## config.mk

```make
export PLATFORM = sky130hd
export DESIGN_NAME = pkt_fifo
export DESIGN_NICKNAME = d
export VERILOG_FILES = /design/src/rtl/pkt_fifo.sv
export SDC_FILE = /design/constraint.sdc
export NUM_CORES = 2
export LEC_CHECK = 0
export ABC_AREA = 1
export CORE_MARGIN = 3
export CORE_UTILIZATION = 35
export CTS_CLUSTER_DIAMETER = 120
export DETAILED_ROUTE_END_ITERATION = 10
export PLACE_DENSITY = 0.57
export SLEW_MARGIN = 20
export SYNTH_ARGS = -nofsm -noshare
export SYNTH_HDL_FRONTEND = slang
export SYNTH_MEMORY_MAX_BITS = 65536
export SYNTH_SLANG_ARGS = --single-unit
```

## constraint.sdc

```tcl
create_clock -name clk -period 23.2 [get_ports clk]
set_input_delay 5.8 -clock clk [delete_from_list [all_inputs] [get_ports clk]]
set_output_delay 5.8 -clock clk [all_outputs]
set_load 0.01 [all_outputs]
```

## src/rtl/pkt_fifo.sv

```systemverilog
// Store-and-forward packet FIFO: accepts sop/eop-framed words and exposes only committed packets.
// Optional statistics counters (pkt_in_cnt, pkt_drop_cnt) are built when PKT_FIFO_STATS_EN is defined.
module pkt_fifo #(
  parameter int DATA_WIDTH    = 256,
  parameter int ADDR_WIDTH    = 4,
  parameter int PKT_CNT_WIDTH = ADDR_WIDTH + 1
) (
  input  logic                     clk,
  input  logic                     rst,
  input  logic                     wr_sop,
  input  logic                     wr_eop,
  input  logic                     wr_vld,
  input  logic [DATA_WIDTH-1:0]    wr_data,
  input  logic                     next_data,
  output logic                     ready,
  output logic                     sop,
  output logic                     eop,
  output logic                     vld,
  output logic [DATA_WIDTH-1:0]    out_data,
  output logic                     full,
  output logic                     drop,
  output logic                     overflow,
  output logic [PKT_CNT_WIDTH-1:0] pkt_cnt
`ifdef PKT_FIFO_STATS_EN
  ,
  output logic [15:0]              pkt_in_cnt,
  output logic [15:0]              pkt_drop_cnt
`endif
);

  localparam int DEPTH = 2 ** ADDR_WIDTH;
  localparam int PW    = ADDR_WIDTH + 1;
  localparam int EW    = DATA_WIDTH + 2;
  localparam logic [PW-1:0] OCC_FULL = {1'b1, {ADDR_WIDTH{1'b0}}};

  typedef enum logic [1:0] {
    IDLE = 2'd0,
    RECV = 2'd1,
    DROP = 2'd2
  } wr_state_t;

  // Handshake: the write side has no back-pressure; a word is taken whenever
  // wr_vld is high. The read side offers a word whenever vld (== ready) is high
  // and it is consumed on a cycle where vld && next_data.

  wr_state_t         state, state_n;
  logic [PW-1:0]     rptr, wptr, cptr;
  logic [PW-1:0]     rptr_n, wptr_n, cptr_n;
  logic [PW-1:0]     wr_addr;
  logic              we, commit, drop_n;
  logic [PW-1:0]     occ_w, occ_c, occ_n;
  logic              space_w, space_c;
  logic              rd_en, rd_eop;
  logic [PKT_CNT_WIDTH-1:0] pkt_cnt_n;
  logic [EW-1:0]     mem [0:DEPTH-1];
  logic [EW-1:0]     head;

  assign occ_w   = wptr - rptr;
  assign occ_c   = cptr - rptr;
  assign space_w = ~occ_w[ADDR_WIDTH];
  assign space_c = ~occ_c[ADDR_WIDTH];

  // Write FSM: next state, pointers and drop decision
  always_comb begin
    state_n = state;
    wptr_n  = wptr;
    cptr_n  = cptr;
    wr_addr = wptr;
    we      = 1'b0;
    commit  = 1'b0;
    drop_n  = 1'b0;
    case (state)
      IDLE: begin
        if (wr_vld && wr_sop) begin
          if (space_w) begin
            we     = 1'b1;
            wptr_n = wptr + PW'(1);
            if (wr_eop) begin
              commit = 1'b1;
              cptr_n = wptr + PW'(1);
            end else begin
              state_n = RECV;
            end
          end else begin
            drop_n  = 1'b1;
            state_n = wr_eop ? IDLE : DROP;
          end
        end
      end
      RECV: begin
        if (wr_vld && wr_sop) begin
          // Missing eop: discard the open packet and restart it at the commit point.
          drop_n  = 1'b1;
          wptr_n  = cptr;
          wr_addr = cptr;
          if (space_c) begin
            we     = 1'b1;
            wptr_n = cptr + PW'(1);
            if (wr_eop) begin
              commit  = 1'b1;
              cptr_n  = cptr + PW'(1);
              state_n = IDLE;
            end else begin
              state_n = RECV;
            end
          end else begin
            state_n = wr_eop ? IDLE : DROP;
          end
        end else if (wr_vld) begin
          if (space_w) begin
            we     = 1'b1;
            wptr_n = wptr + PW'(1);
            if (wr_eop) begin
              commit  = 1'b1;
              cptr_n  = wptr + PW'(1);
              state_n = IDLE;
            end
          end else begin
            drop_n  = 1'b1;
            wptr_n  = cptr;
            state_n = wr_eop ? IDLE : DROP;
          end
        end
      end
      DROP: begin
        if (wr_vld && wr_eop) state_n = IDLE;
      end
      default: state_n = IDLE;
    endcase
  end

  assign head   = mem[rptr[ADDR_WIDTH-1:0]];
  assign rd_en  = ready && next_data;
  assign rd_eop = rd_en && head[DATA_WIDTH];
  assign rptr_n = rptr + (rd_en ? PW'(1) : PW'(0));
  assign occ_n  = wptr_n - rptr_n;

  // A commit and an eop read in the same cycle cancel out.
  always_comb begin
    pkt_cnt_n = pkt_cnt;
    if (commit && !rd_eop)      pkt_cnt_n = pkt_cnt + PKT_CNT_WIDTH'(1);
    else if (!commit && rd_eop) pkt_cnt_n = pkt_cnt - PKT_CNT_WIDTH'(1);
  end

  always_ff @(posedge clk) begin
    if (rst) begin
      state    <= IDLE;
      rptr     <= '0;
      wptr     <= '0;
      cptr     <= '0;
      pkt_cnt  <= '0;
      ready    <= 1'b0;
      full     <= 1'b0;
      drop     <= 1'b0;
      overflow <= 1'b0;
    end else begin
      state    <= state_n;
      rptr     <= rptr_n;
      wptr     <= wptr_n;
      cptr     <= cptr_n;
      pkt_cnt  <= pkt_cnt_n;
      ready    <= (pkt_cnt_n != '0);
      full     <= (occ_n == OCC_FULL);
      drop     <= drop_n;
      overflow <= overflow | drop_n;
    end
  end

  // Storage has no reset; only committed entries are ever presented.
  always_ff @(posedge clk) begin
    if (we && !rst) mem[wr_addr[ADDR_WIDTH-1:0]] <= {wr_sop, wr_eop, wr_data};
  end

  assign vld      = ready;
  assign sop      = ready & head[DATA_WIDTH+1];
  assign eop      = ready & head[DATA_WIDTH];
  assign out_data = ready ? head[DATA_WIDTH-1:0] : '0;

`ifdef PKT_FIFO_STATS_EN
  always_ff @(posedge clk) begin
    if (rst) begin
      pkt_in_cnt   <= '0;
      pkt_drop_cnt <= '0;
    end else begin
      if (commit && pkt_in_cnt != 16'hFFFF)   pkt_in_cnt   <= pkt_in_cnt + 16'd1;
      if (drop_n && pkt_drop_cnt != 16'hFFFF) pkt_drop_cnt <= pkt_drop_cnt + 16'd1;
    end
  end
`endif

endmodule

```

# --- Word level (Yosys, flattened, before mapping) ---
# Memory sizes are Yosys's and may differ from the RTL's. A register that Yosys moved wholly into a read port is not among the register bits.
# Cells that the tools add are included.
# Widths: inputs -> output; s select.
classes:
  bitwise: 3
  addsub: 8
  reduce_logical: 15
  muxes: 54
  n_eq_ne: 10
op_table:
  columns: ["op", "n"]
  rows:
  - ["$mux 256", 1]
  - ["$mux 5", 15]
  - ["$mux 2", 10]
  - ["$pmux 5 s2", 2]
  - ["$mux 1", 19]
  - ["$add 5x1->5 const B", 3]
  - ["$sub 5x5->5", 3]
  - ["$mux 4", 3]
  - ["$ne 3x3->1 const B", 4]
  - ["$reduce_and 5->1", 2]
  - ["$logic_and 1x1->1", 7]
  - ["$pmux 1 s2", 3]
  - ["$pmux 2 s3", 1]
  - ["$add 5x1->5", 1]
  - ["$eq 5x5->1 const B", 1]
  - ["$reduce_bool 5->1", 1]
  - ["$sub 5x1->5 const B", 1]
  - ["$ne 2x2->1 const B", 2]
  - ["$ne 4x4->1 const B", 1]
  - ["$logic_not 1->1", 3]
  - ["$and 1x1->1", 2]
  - ["$eq 2x1->1 const B", 1]
  - ["$eq 2x2->1 const B", 1]
  - ["$logic_not 2->1", 1]
  - ["other kinds (2)", 2]
word_totals:
  ram_bits: 4128
  n_memories: 1
  word_cells: 100
  ff_bits: 26
mem_list:
  columns: ["name", "words", "width", "rd", "rd_ports_with_merged_regs", "write_ports", "line_no", "text"]
  rows:
  - ["mem", 16, 258, 1, 1, 1, "55", "logic [EW-1:0] mem [0:DEPTH-1];"]

# --- Depth between registers and ports, before layout ---
depth:
  depth_word: 10
  ltp_mapped: 25
  ltp_nobuf: 22

# --- Least setup slack after synthesis ---
# Ideal clock, no wire load.
synth_timing:
  path_type: "input port to flip-flop"
  start: "in wr_vld"
  end: "mem mem[12][0] (netlist bit), enable pin"
  n_path_buf: 2
  arrival_ns: 17.695
  slack_ns: 4.622
  stages: 8
  cell_sequence: "buf_4 > inv_2 > nor3_4 > inv_2 > clkbuf_1 > o21ai_1 > nand2_1 > nor2_1"
synth_between:
  elab_chain_cells: 6
  elab_cells_between_ends: 10
  classes_between: "mux: 8; reduce/logical: 2"
synth_rtl:
  columns: ["item", "line_no", "text"]
  rows:
  - ["from (decl)", "12", "input logic wr_vld,"]
  - ["$mux 1 or $logic_and 1x1->1 (tied branches)", "109, 74, 91", null]
  - ["$mux 1, on equally long branches", "91, 74", null]
  - ["$pmux 1 s2", "72", "case (state)"]
  - ["$logic_and 1x1->1", "171", "if (we && !rst) mem[wr_addr[ADDR_WIDTH-1:0]] <= {wr_sop, wr_eop, wr_data};"]
  - ["$mux 1", "171", null]
  - ["$mux 1 (not written as such)", "171", null]
  - ["to (decl)", "55", null]
# Parallel ways exist; a longest one is shown, timed or not.

==> impl_metrics.toml <==
[cells_and_area]
final-seq-area_um2 = 124000
post_route_cells_drive_above_1_share = 0.0688
multi_input_comb_area_um2 = 32700
net_count_reported_at_finish = 11900
syn2layout_area_growth_pct = 15.5
post-route-util = 0.407
fillCellCount = 41700

[setup_path]
crit_path_cell_trace = "inv_8 > buf_12 > buf_4 > buf_12 > buf_4 > o21ai_0 > o221ai_1 > o211ai_1 > a21oi_1 > clkdlybuf4s50_1"
worst_path_largest_cell_delay_ps = 880
criticalPathCategory = "flip-flop to primary output"
endpoint_required_time_on_the_critical_path_ps = 17400
crit_path_capture_type = "primary output"
timing.critical_path.buf_inv = 6
crit_path_max_fanout = 229
timing.critical_path.max_delay_family = "buffers and inverters"
cp_slowest_cell = "sky130_fd_sc_hd__buf_4"
setup.worst_path.start_class = "flip-flop"
critPathArrivalTime_ps = 7380

[floorplan]
die-width_um = 684
floorplan.die_area_um2 = 468000
ios = 530
floorplan.initialDensity = 0.352
placement_rows = 248
coreArea_um2 = 457000
die_height_um = 684

[clocking]
cts_clk_pin_slew_worst_paths_ps = 60
post_cts_buffers = 0
cts.root.buffer_cell = "sky130_fd_sc_hd__clkbuf_16"
cts_hold_repair_buffers = 0
insertion_delay_to_the_later_sink_of_the_worst_skew_pair_ps = 970
cts_made_buffers = 425
htreeDepth = 5
cts.path.max_buffers = 4
cts.sinks = 4154
tritoncts = "done"
cts-resized-gates = 0

[routing]
length_of_the_first_detailed_routing_pass_in_iterations = 5
number_of_drc_violations_after_detailed_routing = 0
drt_wl_total_mm = 460
wire_per_inst_um = 25.4
vias_per_cell = 5.55
initialDrtViolationCount = 9999
vias = 100000
final_ant_viol_nets = 0

[sta]
final_max_slew_viol_count = 0
fin_worst_skew_ps = 59.0
finalHoldViolations = 0
setup_viol = 0
setup-tns-final_ps = 0
timing_worst_slew_pin_value_ps = 1420
slew_headroom = 0.0524
fin_crit_sh = 0.568
max_freq_ghz = 0.0759
rsz0062_at_grt = "no"
final_period_minus_worst_setup_slack_ps = 13180

[run]
max_cap_viol_count = 0

[logic_synthesis]
netlist.area_leader.share = 0.770
synth.ff_latch_count = 4154
synth_largest_area_cell = "sky130_fd_sc_hd__edfxtp_1"
async_flop_share = 0
post_synthesis_cells = 11300
synth-edff-count = 4128
syn_area_um2 = 161000
synth_sequential_area_ratio = 0.774
avgSynthCellArea_um2 = 14.2
post-synth-top-count-cell = "sky130_fd_sc_hd__edfxtp_1"
number_of_synthesis_warnings = 0
post_synth_main_area_contributors = "sky130_fd_sc_hd__edfxtp_1, sky130_fd_sc_hd__o21ai_0, sky130_fd_sc_hd__nor2_1"
synth_nets = 11600
synth.distinct_cells = 40
yosys_most_used_dff = "sky130_fd_sc_hd__edfxtp_1"
netlist_top_cells_count = "sky130_fd_sc_hd__edfxtp_1, sky130_fd_sc_hd__nor2_1, sky130_fd_sc_hd__o21ai_0"

[global_route]
number_of_antenna_violations_at_the_first_check_in_global_routing = 48
grt_pass1_vias = 96900
wire_length_of_the_first_global_routing_pass_mm = 670
grt_max_degree = 254
global_route.usage.total = 0.188
grt_overflow_total = 0

[placed_design]
gpl.final_weighted_congestion = 0.763
place_hpwl_mm = 227
port_buffers = 529

[pwr]
total_leakage_power_nw = 57.1
vdd_drop_max_uv = 68.6
power_density_nw_per_um2 = 94.5

[outcome]
status = "finished, final reports clean"

[hold_path]
hold_class = "flip-flop to flip-flop"
-- worst register-to-register path: cells and delay by family, from the launching register on --
family | cells | cell delay [ps]
adders and majority gates | 1 | 480
DFF | 1 | 540
AOI/OAI and AO/OA | 2 | 440
buffers and inverters | 8 | 5320
and+or+nand+nor | 8 | 1620
-- cell families after synthesis --
| family | synth area share |
|---|---|
| DFF | 0.774 |
| xor gates and xnor gates | 0.000816 |
| and+or+nand+nor | 0.0642 |
| muxes | 0.0000622 |
| buffers and inverters | 0.0242 |
| adders and majority gates | 0.00124 |
| AOI/OAI and AO/OA | 0.136 |
-- registers in the layout, summed over array words and instances, names as in the netlist --
name,count
ready,1
drop,1
full,1
wptr,5
pkt_cnt,5
overflow,1
state,2
rptr,5
cptr,5
mem,4128
-- area by class of cell --
type                            count  area share
Timing Repair Buffer              732      0.0384
Clock inverter                    257      0.0133
Antenna cell                       19    0.000256
Multi-Input combinational cell   6219       0.176
Clock buffer                      515      0.0594
Inverter                           69     0.00161
Sequential cell                  4154       0.670
Tap cell                         6125      0.0412
-- stage by stage --
| step | std cells | area, µm² | setup WS (ps) | hold slack (ps) | total power [mW] |
|---|---|---|---|---|---|
| global placement | 17300 | 172000 | 11020 | 535 | 11.0 |
| global route | 18100 | 186000 | 9530 | 574 | 18.2 |
| floorplan | 11300 | 161000 | 4620 | 474 | 10.1 |
| detailed placement | 17300 | 172000 | 10980 | 534 | 11.0 |
| finish | 18100 | 186000 | 10020 | 553 | 17.6 |
| CTS | 18100 | 186000 | 9970 | 542 | 17.7 |
-- path summary, 6_finish.rpt --
| check | from | endpoint | slack (ps) | cells after the start |
|---|---|---|---|---|
| setup / recovery | rptr[0]$_SDFF_PP0_ | out_data[118] | 10020 | 10 |
| hold / removal | cptr[3]$_SDFFE_PP0P_ | cptr[3]$_SDFFE_PP0P_ | 550 | 2 |
| setup reg to reg | rptr[1]$_SDFF_PP0_ | mem[14][78]$_DFFE_PP_ | 14370 | 19 |
| hold reg to reg | cptr[3]$_SDFFE_PP0P_ | cptr[3]$_SDFFE_PP0P_ | 550 | 2 |
-- layer usage --
layer / up-vias / part of all wire / GRT usage
li1: 44400 / - / -
met1: 51700 / 0.43 / 0.262
met2: 3570 / 0.48 / 0.313
met3: 677 / 0.064 / 0.0261
met4: 24 / 0.023 / 0.0459
met5: - / 0.00036 / 0
-- report_power, final --
group          total, mW  switching, mW  internal, mW
sequential          8.54         0.0651          8.48
clock               6.67           2.90          3.77
combinational       2.35           1.65         0.699
total               17.6           4.61          12.9
-- placed cells by master (no fill, tap or decap), drive strengths merged --
cell type         n
edfxtp         4128
nand2           111
o211ai          193
ha               16
clkinv          198
o21ai          2078
diode            19
dfxtp            26
o21bai            2
o221ai          844
clkinvlp         11
a211oi            1
inv              83
buf             203
xnor2             1
nand4             6
nand3           373
mux2i             1
nor2           2100
o2111ai           3
nor3              8
o22ai           184
clkbuf          515
clkdlybuf4s50   529
xor2             14
a31oi             3
or2               2
a21oi           278
nand3b            1
bufinv           34
Note: power is estimated with default switching activity, not from simulation.
